==> src/rtl/beep_scheduler.sv <==
// ---------------------------------------------------------------------------
// beep_scheduler
//   Parking-sensor style buzzer scheduler. Distance samples are debounced into
//   a zone (0 = off, 1 = d5, 2 = d4, 3 = d3, 4 = d<=2). Each nonzero zone
//   selects a beep half-period. An overload request gives a continuous tone
//   with priority over everything. Mute silences distance beeping only.
//
// Parameters
//   HALF_P5/P4/P3/P2 : half-period in clk cycles for zones 1/2/3/4
//   STABLE_CNT       : consecutive matching samples needed to change zone (1..15)
//
// Ports
//   clk            : system clock, rising edge
//   rst            : asynchronous active-high reset
//   distance       : unsigned distance sample, qualified by distance_valid
//   distance_valid : one-cycle strobe marking a new sample
//   overload       : level, continuous tone request
//   mute           : level, silences distance beeping only
//   alarm          : registered buzzer drive
//   zone           : registered active zone
// ---------------------------------------------------------------------------
module beep_scheduler #(
  parameter int unsigned HALF_P5    = 25_000_000,
  parameter int unsigned HALF_P4    = 12_500_000,
  parameter int unsigned HALF_P3    = 6_250_000,
  parameter int unsigned HALF_P2    = 3_125_000,
  parameter int unsigned STABLE_CNT = 3
) (
  input  logic       clk,
  input  logic       rst,
  input  logic [7:0] distance,
  input  logic       distance_valid,
  input  logic       overload,
  input  logic       mute,
  output logic       alarm,
  output logic [2:0] zone
);

  localparam logic [3:0] STABLE = 4'(STABLE_CNT);

  typedef enum logic [1:0] {
    IDLE,
    ON,
    OFF,
    CONT
  } state_t;

  state_t      state;
  logic [2:0]  candidate;
  logic [2:0]  pending_zone;
  logic [3:0]  match_cnt;
  logic [25:0] phase_cnt;
  logic [25:0] half_m1;
  logic [25:0] zone_half_m1;
  logic        beep_allowed;

  // Distance to candidate zone.
  always_comb begin
    candidate = 3'd0;
    if (distance >= 8'd6)      candidate = 3'd0;
    else if (distance == 8'd5) candidate = 3'd1;
    else if (distance == 8'd4) candidate = 3'd2;
    else if (distance == 8'd3) candidate = 3'd3;
    else                       candidate = 3'd4;
  end

  // Half-period (minus one) of the currently active zone; latched at each
  // phase entry so a zone change never truncates a running phase.
  always_comb begin
    zone_half_m1 = '0;
    case (zone)
      3'd1:    zone_half_m1 = 26'(HALF_P5 - 1);
      3'd2:    zone_half_m1 = 26'(HALF_P4 - 1);
      3'd3:    zone_half_m1 = 26'(HALF_P3 - 1);
      3'd4:    zone_half_m1 = 26'(HALF_P2 - 1);
      default: zone_half_m1 = '0;
    endcase
  end

  assign beep_allowed = (zone != 3'd0) && !mute;

  // Debounce: zone follows pending_zone one edge after the match count
  // reaches STABLE_CNT. Cycles without a strobe leave everything untouched;
  // once matched, reloading zone with the same pending value is a no-op.
  always_ff @(posedge clk or posedge rst) begin
    if (rst) begin
      pending_zone <= '0;
      match_cnt    <= '0;
      zone         <= '0;
    end else begin
      if (match_cnt == STABLE) zone <= pending_zone;
      if (distance_valid) begin
        if (candidate == pending_zone) begin
          if (match_cnt != STABLE) match_cnt <= match_cnt + 4'd1;
        end else begin
          pending_zone <= candidate;
          match_cnt    <= 4'd1;
        end
      end
    end
  end

  // Beep FSM; alarm is registered alongside the state it decodes.
  always_ff @(posedge clk or posedge rst) begin
    if (rst) begin
      state     <= IDLE;
      alarm     <= 1'b0;
      phase_cnt <= '0;
      half_m1   <= '0;
    end else if (overload) begin
      state     <= CONT;
      alarm     <= 1'b1;
      phase_cnt <= '0;
    end else begin
      case (state)
        IDLE: begin
          phase_cnt <= '0;
          if (beep_allowed) begin
            state   <= ON;
            alarm   <= 1'b1;
            half_m1 <= zone_half_m1;
          end else begin
            alarm <= 1'b0;
          end
        end
        ON: begin
          if (!beep_allowed) begin
            state     <= IDLE;
            alarm     <= 1'b0;
            phase_cnt <= '0;
          end else if (phase_cnt == half_m1) begin
            state     <= OFF;
            alarm     <= 1'b0;
            phase_cnt <= '0;
            half_m1   <= zone_half_m1;
          end else begin
            alarm     <= 1'b1;
            phase_cnt <= phase_cnt + 26'd1;
          end
        end
        OFF: begin
          if (!beep_allowed) begin
            state     <= IDLE;
            alarm     <= 1'b0;
            phase_cnt <= '0;
          end else if (phase_cnt == half_m1) begin
            state     <= ON;
            alarm     <= 1'b1;
            phase_cnt <= '0;
            half_m1   <= zone_half_m1;
          end else begin
            alarm     <= 1'b0;
            phase_cnt <= phase_cnt + 26'd1;
          end
        end
        CONT: begin
          state     <= IDLE;
          alarm     <= 1'b0;
          phase_cnt <= '0;
        end
        default: begin
          state     <= IDLE;
          alarm     <= 1'b0;
          phase_cnt <= '0;
        end
      endcase
    end
  end

endmodule

==> config.mk <==
export PLATFORM = sky130hd
export DESIGN_NAME = beep_scheduler
export DESIGN_NICKNAME = d
export VERILOG_FILES = /design/src/rtl/beep_scheduler.sv
export SDC_FILE = /design/constraint.sdc
export NUM_CORES = 1
export LEC_CHECK = 0
export ABC_CLOCK_PERIOD_IN_PS = 3400
export CORE_MARGIN = 3
export CORE_UTILIZATION = 53
export CTS_CLUSTER_DIAMETER = 150
export DETAILED_ROUTE_END_ITERATION = 6
export GPL_TIMING_DRIVEN = 0
export HOLD_SLACK_MARGIN = 0.15
export MAX_ROUTING_LAYER = met4
export PLACE_DENSITY = 0.78
export RECOVER_POWER = 50
export SLEW_MARGIN = 20
export SYNTH_ARGS = -nofsm -noshare
export SYNTH_HDL_FRONTEND = slang
export SYNTH_SLANG_ARGS = --single-unit
==> constraint.sdc <==
create_clock -name clk -period 3.4 [get_ports clk]
set_input_delay 0.51 -clock clk [delete_from_list [all_inputs] [get_ports clk]]
set_output_delay 0.51 -clock clk [all_outputs]
set_load 0.01 [all_outputs]
==> metrics.txt, run 1 <==
cell area after layout 0.00318 mm2; fin. max-slew vios 0; initial DRC count 143; Worst Hold Class reg -> reg; critical path capture point type flip-flop; CTS tree yes; synth cell count leaders nor2_1 (52), dfrtp_1 (51), xnor2_1 (21); RD Place Congestion 0.835; kind of critical path reg -> reg; Worst-path clk slew 0.09 ns; total congestion overflow 0; Synth Net Count 315; Slew HR 0.0887; cts repair resizes 0; fmax 371 MHz; setup bufs post-CTS 0; Final Hold Viols 0; FFs w/ async S/R, synth 1.00; clk_lat worst skew 0.31 ns; fin nets 338; crit path time final 2.70 ns; first-pass GRT wire length 9880 um; Pwr Density 572 mW/mm2; total CTS buffers 5; H-tree levels 2; period utilization 0.793; pin count of the biggest net entering global routing 27; syn avg cell area 9.70 um2; ANT cells 0; Seq cells post-synth 51; leading area contributor after synthesis dfrtp_1; Antenna Nets Post-Route 0; Initial Utilization 0.553; GRT Util Overall 0.204; Final Skew 0.00399 ns; vias post-DR 2160; worst path arrival time 2.95 ns; RSZ-0062 raised after global routing no; most area-consuming cells after synthesis dfrtp_1 (45%), nor2_1 (6.8%), xnor2_1 (6.4%), xor2_1 (4.6%), mux2_4 (4.2%); Die W 79.5 um; dpl cell area 0.00312 mm2; P&R area growth vs syn 11.3%; Final HPWL DP 4170 um; EDFF count, synth 0; setup TNS 0 ns; Main synth FF type dfrtp_1; row count 26; WL/cell 14.3 um; Core Region 0.00517 mm2; Leak 1.36 nW; clock sink count 51; share of post-route cells with drive strength above 1 0.0815; Yosys cell types 44; Die Area 0.00632 mm2; status complete, no violations; Setup Viol. Count Final 0; CP Launch Type flip-flop; clock buffer depth 2; Root Driver clkbuf_8; Hold-fix buffers, CTS 0; Mapped Cells 295; VDD IR max 334 uV; CP required 3.65 ns; Remaining DRCs 0; routed wire length 5570 um; Post-Syn Area 0.00286 mm2; die height 79.5 um; routed vias/inst 5.55; # port buffers 15; Worst Path Max Fanout 6; register area share after synthesis 0.446; max cap viols 0; Slew @ Worst Pin 1.37 ns; I/O Pins 17; Synth Warn # 0; antenna violations before repair 0; vias in the first global route 2087; Pre-antenna DRT Iters 4; most common cell in the netlist nor2_1; post-synth top area share 0.446
## flip-flops by register name, indices dropped and copies added (netlist names)
signal and flops:
alarm 1, state 2, pending_zone 3, match_cnt 4
phase_cnt 26, zone 3, half_m1 12
## layout by cell type (no fill, tap or decap), types with 4 or more instances in the layout
cell / synthesis / layout
clkbuf_8: 0 / 5
nor3_1: 9 / 9
o21ai_0: 10 / 10
nand4_1: 5 / 5
xnor2_1: 21 / 21
clkdlybuf4s50_1: 0 / 13
dfrtp_1: 51 / 51
and3_1: 7 / 7
inv_1: 17 / 17
xor2_1: 15 / 15
nand3_1: 17 / 17
ha_1: 7 / 7
a21oi_1: 4 / 4
nand2b_1: 4 / 4
mux2_4: 8 / 8
mux2i_1: 4 / 4
clkbuf_1: 5 / 8
nand2_1: 17 / 17
nor2_1: 52 / 52
## metrics by stage
| stage | utilization | hold WS [ns] | std cells | worst slack (ns) | total power, mW |
|---|---|---|---|---|---|
| final | 0.616 | 0.505 | 389 | 0.704 | 1.82 |
| after global routing | 0.616 | 0.525 | 389 | 0.330 | 1.94 |
| after CTS | 0.619 | 0.508 | 389 | 0.691 | 1.84 |
| after detailed placement | 0.603 | 0.494 | 381 | 0.732 | 1.49 |
| after global placement | 0.599 | 0.492 | 380 | 0.712 | 1.45 |
| after floorplan | - | 0.473 | 295 | 0.954 | 1.33 |
## layout make-up
cell class                 instances  area (um2)
fill                             446        1990
multi-input combinational        218        1480
sequential                        51        1280
timing repair buffer              16         154
tap                               70        87.6
clock buffer                       7        76.3
inverter                          17        63.8
buffer                             9        45.0
clock inverter                     1        5.00
## final timing paths
check                      slack [ns]  cells after the start                 endpoint              startpoint
max                              0.70                      9     state[1]$_DFFE_PP0P_  phase_cnt[3]$_DFF_PP0_
min                              0.51                      1   phase_cnt[0]$_DFF_PP0_  phase_cnt[0]$_DFF_PP0_
max reg2reg                      0.70                      9     state[1]$_DFFE_PP0P_  phase_cnt[3]$_DFF_PP0_
min reg2reg                      0.51                      1   phase_cnt[0]$_DFF_PP0_  phase_cnt[0]$_DFF_PP0_
max in group asynchronous        0.77                      3   half_m1[8]$_DFFE_PP0P_                     rst
min in group asynchronous        0.86                      2  phase_cnt[21]$_DFF_PP0_                     rst
## routing by layer
metal / routed length (um) / vias to the layer above / global-route usage
met5: 0 / - / -
met4: 84 / 0 / 0.0601
met3: 198 / 11 / 0.0406
met2: 2690 / 44 / 0.320
met1: 2610 / 1037 / 0.268
li1: - / 1068 / -
## logic make-up after synthesis
kind of cell / count (synthesis) / synth area share
flip-flops: 51 / 0.446
AO/OA/AOI/OAI: 31 / 0.0809
XOR/XNOR: 36 / 0.110
adder cells (fa/ha/maj): 7 / 0.0306
AND/OR/NAND/NOR: 128 / 0.223
multiplexers: 16 / 0.0717
buffers and inverters: 26 / 0.0380
## power by group
part	internal (mW)	switching (mW)
combinational	0.328	0.363
clock	0.145	0.203
sequential	0.698	0.0848
total	1.17	0.651
## worst max-delay path, stage by stage (launching register included)
cell and delay, ns:
dfrtp_1 0.33, clkbuf_1 0.28, xnor2_1 0.16, o2111ai_1 0.17, nor4_2 0.28, nand4_4 0.20, ha_1 0.24, or3_1 0.40
or4b_1 0.49, nand3_1 0.08
(Power assumes the default switching activity.)
==> run 2: changes to the inputs <==
ABC_CLOCK_PERIOD_IN_PS = 2300   (was 3400)
PLACE_DENSITY = 0.81   (was 0.78)
clock period = 2.3 ns   (was 3.4 ns; I/O delays follow)
==> run 2 against run 1 <==
Against the previous run: the flow now finishes with violations (setup timing); sequential share of layout area decreased by 1.8 points; power rose by 58%; first-iteration DRC count shrank 18%; via count up 0.79%; die area stayed put.
==> metrics.txt, run 2 (synthesis results as in run 1) <==
clk_lat worst skew 0.30 ns (about the same); total power 2.87 mW (+58%); initial DRC count 117 (-18%); dpl cell area 0.00313 mm2 (+0.24%); first-pass GRT wire length 9620 um (-2.7%); Worst Hold Class reg -> reg; Core Region 0.00517 mm2 (unchanged); WHS 0.519 ns (+0.0140 ns); most frequent cells in the layout nor2_1 (52), dfrtp_1 (47), xnor2_1 (21); CTS tree yes; critical path capture point type flip-flop; Antenna Nets Post-Route 0 (unchanged); Worst Path Max Fanout 4 (-2); Worst-path clk slew 0.09 ns (about the same); Slew HR 0.365 (+0.277); Pre-antenna DRT Iters 4 (unchanged); Hold-fix buffers, CTS 0 (unchanged); routed wire length 5760 um (+3.2%); Die W 79.5 um (unchanged); critical-path cell list or3_4, a221oi_4, nand4_4, ha_2, or3_4, or4b_1, nand3_1; GRT Util Overall 0.199 (-0.00416); kind of critical path reg -> reg; cell area after layout 0.00335 mm2 (+5.2%); Initial Utilization 0.553 (unchanged); RSZ-0062 raised after global routing yes; Largest register FFs 26 (unchanged); row count 26 (unchanged); clock buffer depth 2 (unchanged); Top reg by flops phase_cnt; vias post-DR 2177 (+0.79%); commonest non-fill, non-tap cell in the layout nor2_1; fin. max-slew vios 0 (unchanged); WL/cell 14.4 um (+0.16%); DRT met1 WL 2640 um (+1.3%); met2 wire len 2880 um (+7.3%); CP Launch Type flip-flop; Root Driver clkbuf_8; Final Skew 0.00424 ns (+0.000253 ns); Leak 1.43 nW (+5.4%); Remaining DRCs 0 (unchanged); vias in the first global route 2079 (-0.38%); ANT cells 0 (unchanged); pin count of the biggest net entering global routing 28 (+3.7%); worst path arrival time 2.74 ns (-0.21 ns); I/O Pins 17 (unchanged); period utilization 1.08 (+0.291); clock sink count 51 (unchanged); routed vias/inst 5.43 (-2.2%); H-tree levels 2 (unchanged); VDD IR max 436 uV (+30%); Final HPWL DP 4020 um (-3.4%); slowest stage delay, CP 0.47 ns (-0.02 ns); RD Place Congestion 0.842 (+0.80%); share of post-route cells with drive strength above 1 0.160 (+0.0786); biggest registers after layout phase_cnt: 26 flops, half_m1: 12 flops, match_cnt: 4 flops; Die Area 0.00632 mm2 (unchanged); crit path time final 2.49 ns (-0.203 ns); Pwr Density 858 mW/mm2 (+50%); total congestion overflow 0 (unchanged); Slew @ Worst Pin 0.951 ns (-0.416 ns); die height 79.5 um (unchanged); most used cell, CP or3_4; violated checks setup timing; status finished, violations left; total CTS buffers 5 (unchanged); post-route setup slack -0.192 ns (-0.897 ns); fin nets 352 (+4.1%); CP required 2.54 ns (-1.11 ns); Max Used Layer met4; Final Hold Viols 0 (unchanged); max cap viols 0 (unchanged); P&R area growth vs syn 17.1%; WP buf/inv 0 (-1); pre-CTS setup slack -0.260 ns (-0.991 ns); metal3 WL 125 um (-37%); Setup Viol. Count Final 14 (+14); antenna violations before repair 0 (unchanged); CP delay by family, top simple AND/OR/NAND/NOR gates; Slowest-stage cell, CP or4b_1; # port buffers 15 (unchanged); fmax 401 MHz (+8.2%)
-- run 2: final timing paths --
kind	from	end	slack [ns]	cells past startpoint
worst max-delay path	half_m1[17]$_DFFE_PP0P_	state[1]$_DFFE_PP0P_	-0.19	7
worst min-delay path	phase_cnt[0]$_DFF_PP0_	phase_cnt[0]$_DFF_PP0_	0.52	1
worst max register to register	half_m1[17]$_DFFE_PP0P_	state[1]$_DFFE_PP0P_	-0.19	7
worst min register to register	phase_cnt[0]$_DFF_PP0_	phase_cnt[0]$_DFF_PP0_	0.52	1
max in group asynchronous	rst	state[0]$_DFFE_PP0P_	0.44	3
min in group asynchronous	rst	match_cnt[2]$_DFFE_PP0P_	0.69	2
-- run 2: area by class of cell --
cell class	instances	area, um2
timing repair buffer	31	268
clock buffer	6	72.6
buffer	8	41.3
sequential	51	1280
fill	394	1820
tap	70	87.6
multi-input combinational	218	1540
inverter	17	63.8
-- run 2: metrics by stage --
stage / TNS (ns) / utilization / cells
after floorplan: -0.136 / - / 295
after global placement: -11.44 / 0.601 / 380
after detailed placement: -0.931 / 0.604 / 381
after CTS: -1.66 / 0.633 / 395
after global routing: -2.33 / 0.648 / 401
final: -1.24 / 0.648 / 401
-- run 2: repair_timing --
| item | CTS | global route |
|---|---|---|
| hold endpoints to repair | 0 | 0 |
| buffers inserted | 8 | 6 |
| endpoints found under the setup margin | 10 | 34 |
| resized for setup | 3 | 10 |
| pin swaps | 3 | 4 |
| cloned | 1 | 0 |
-- run 2: per-layer routing --
metal | vias to the layer above | track usage
met4 | 0 | 0.0739
li1 | 1088 | -
met3 | 10 | 0.0339
met2 | 24 | 0.318
met1 | 1055 | 0.256
met5 | - | -
-- run 2: power breakdown --
group	total, mW	switching [mW]	internal (mW)
Combinational	1.24	0.591	0.650
Sequential	1.15	0.123	1.03
Clock	0.479	0.276	0.203
Total	2.87	0.989	1.88
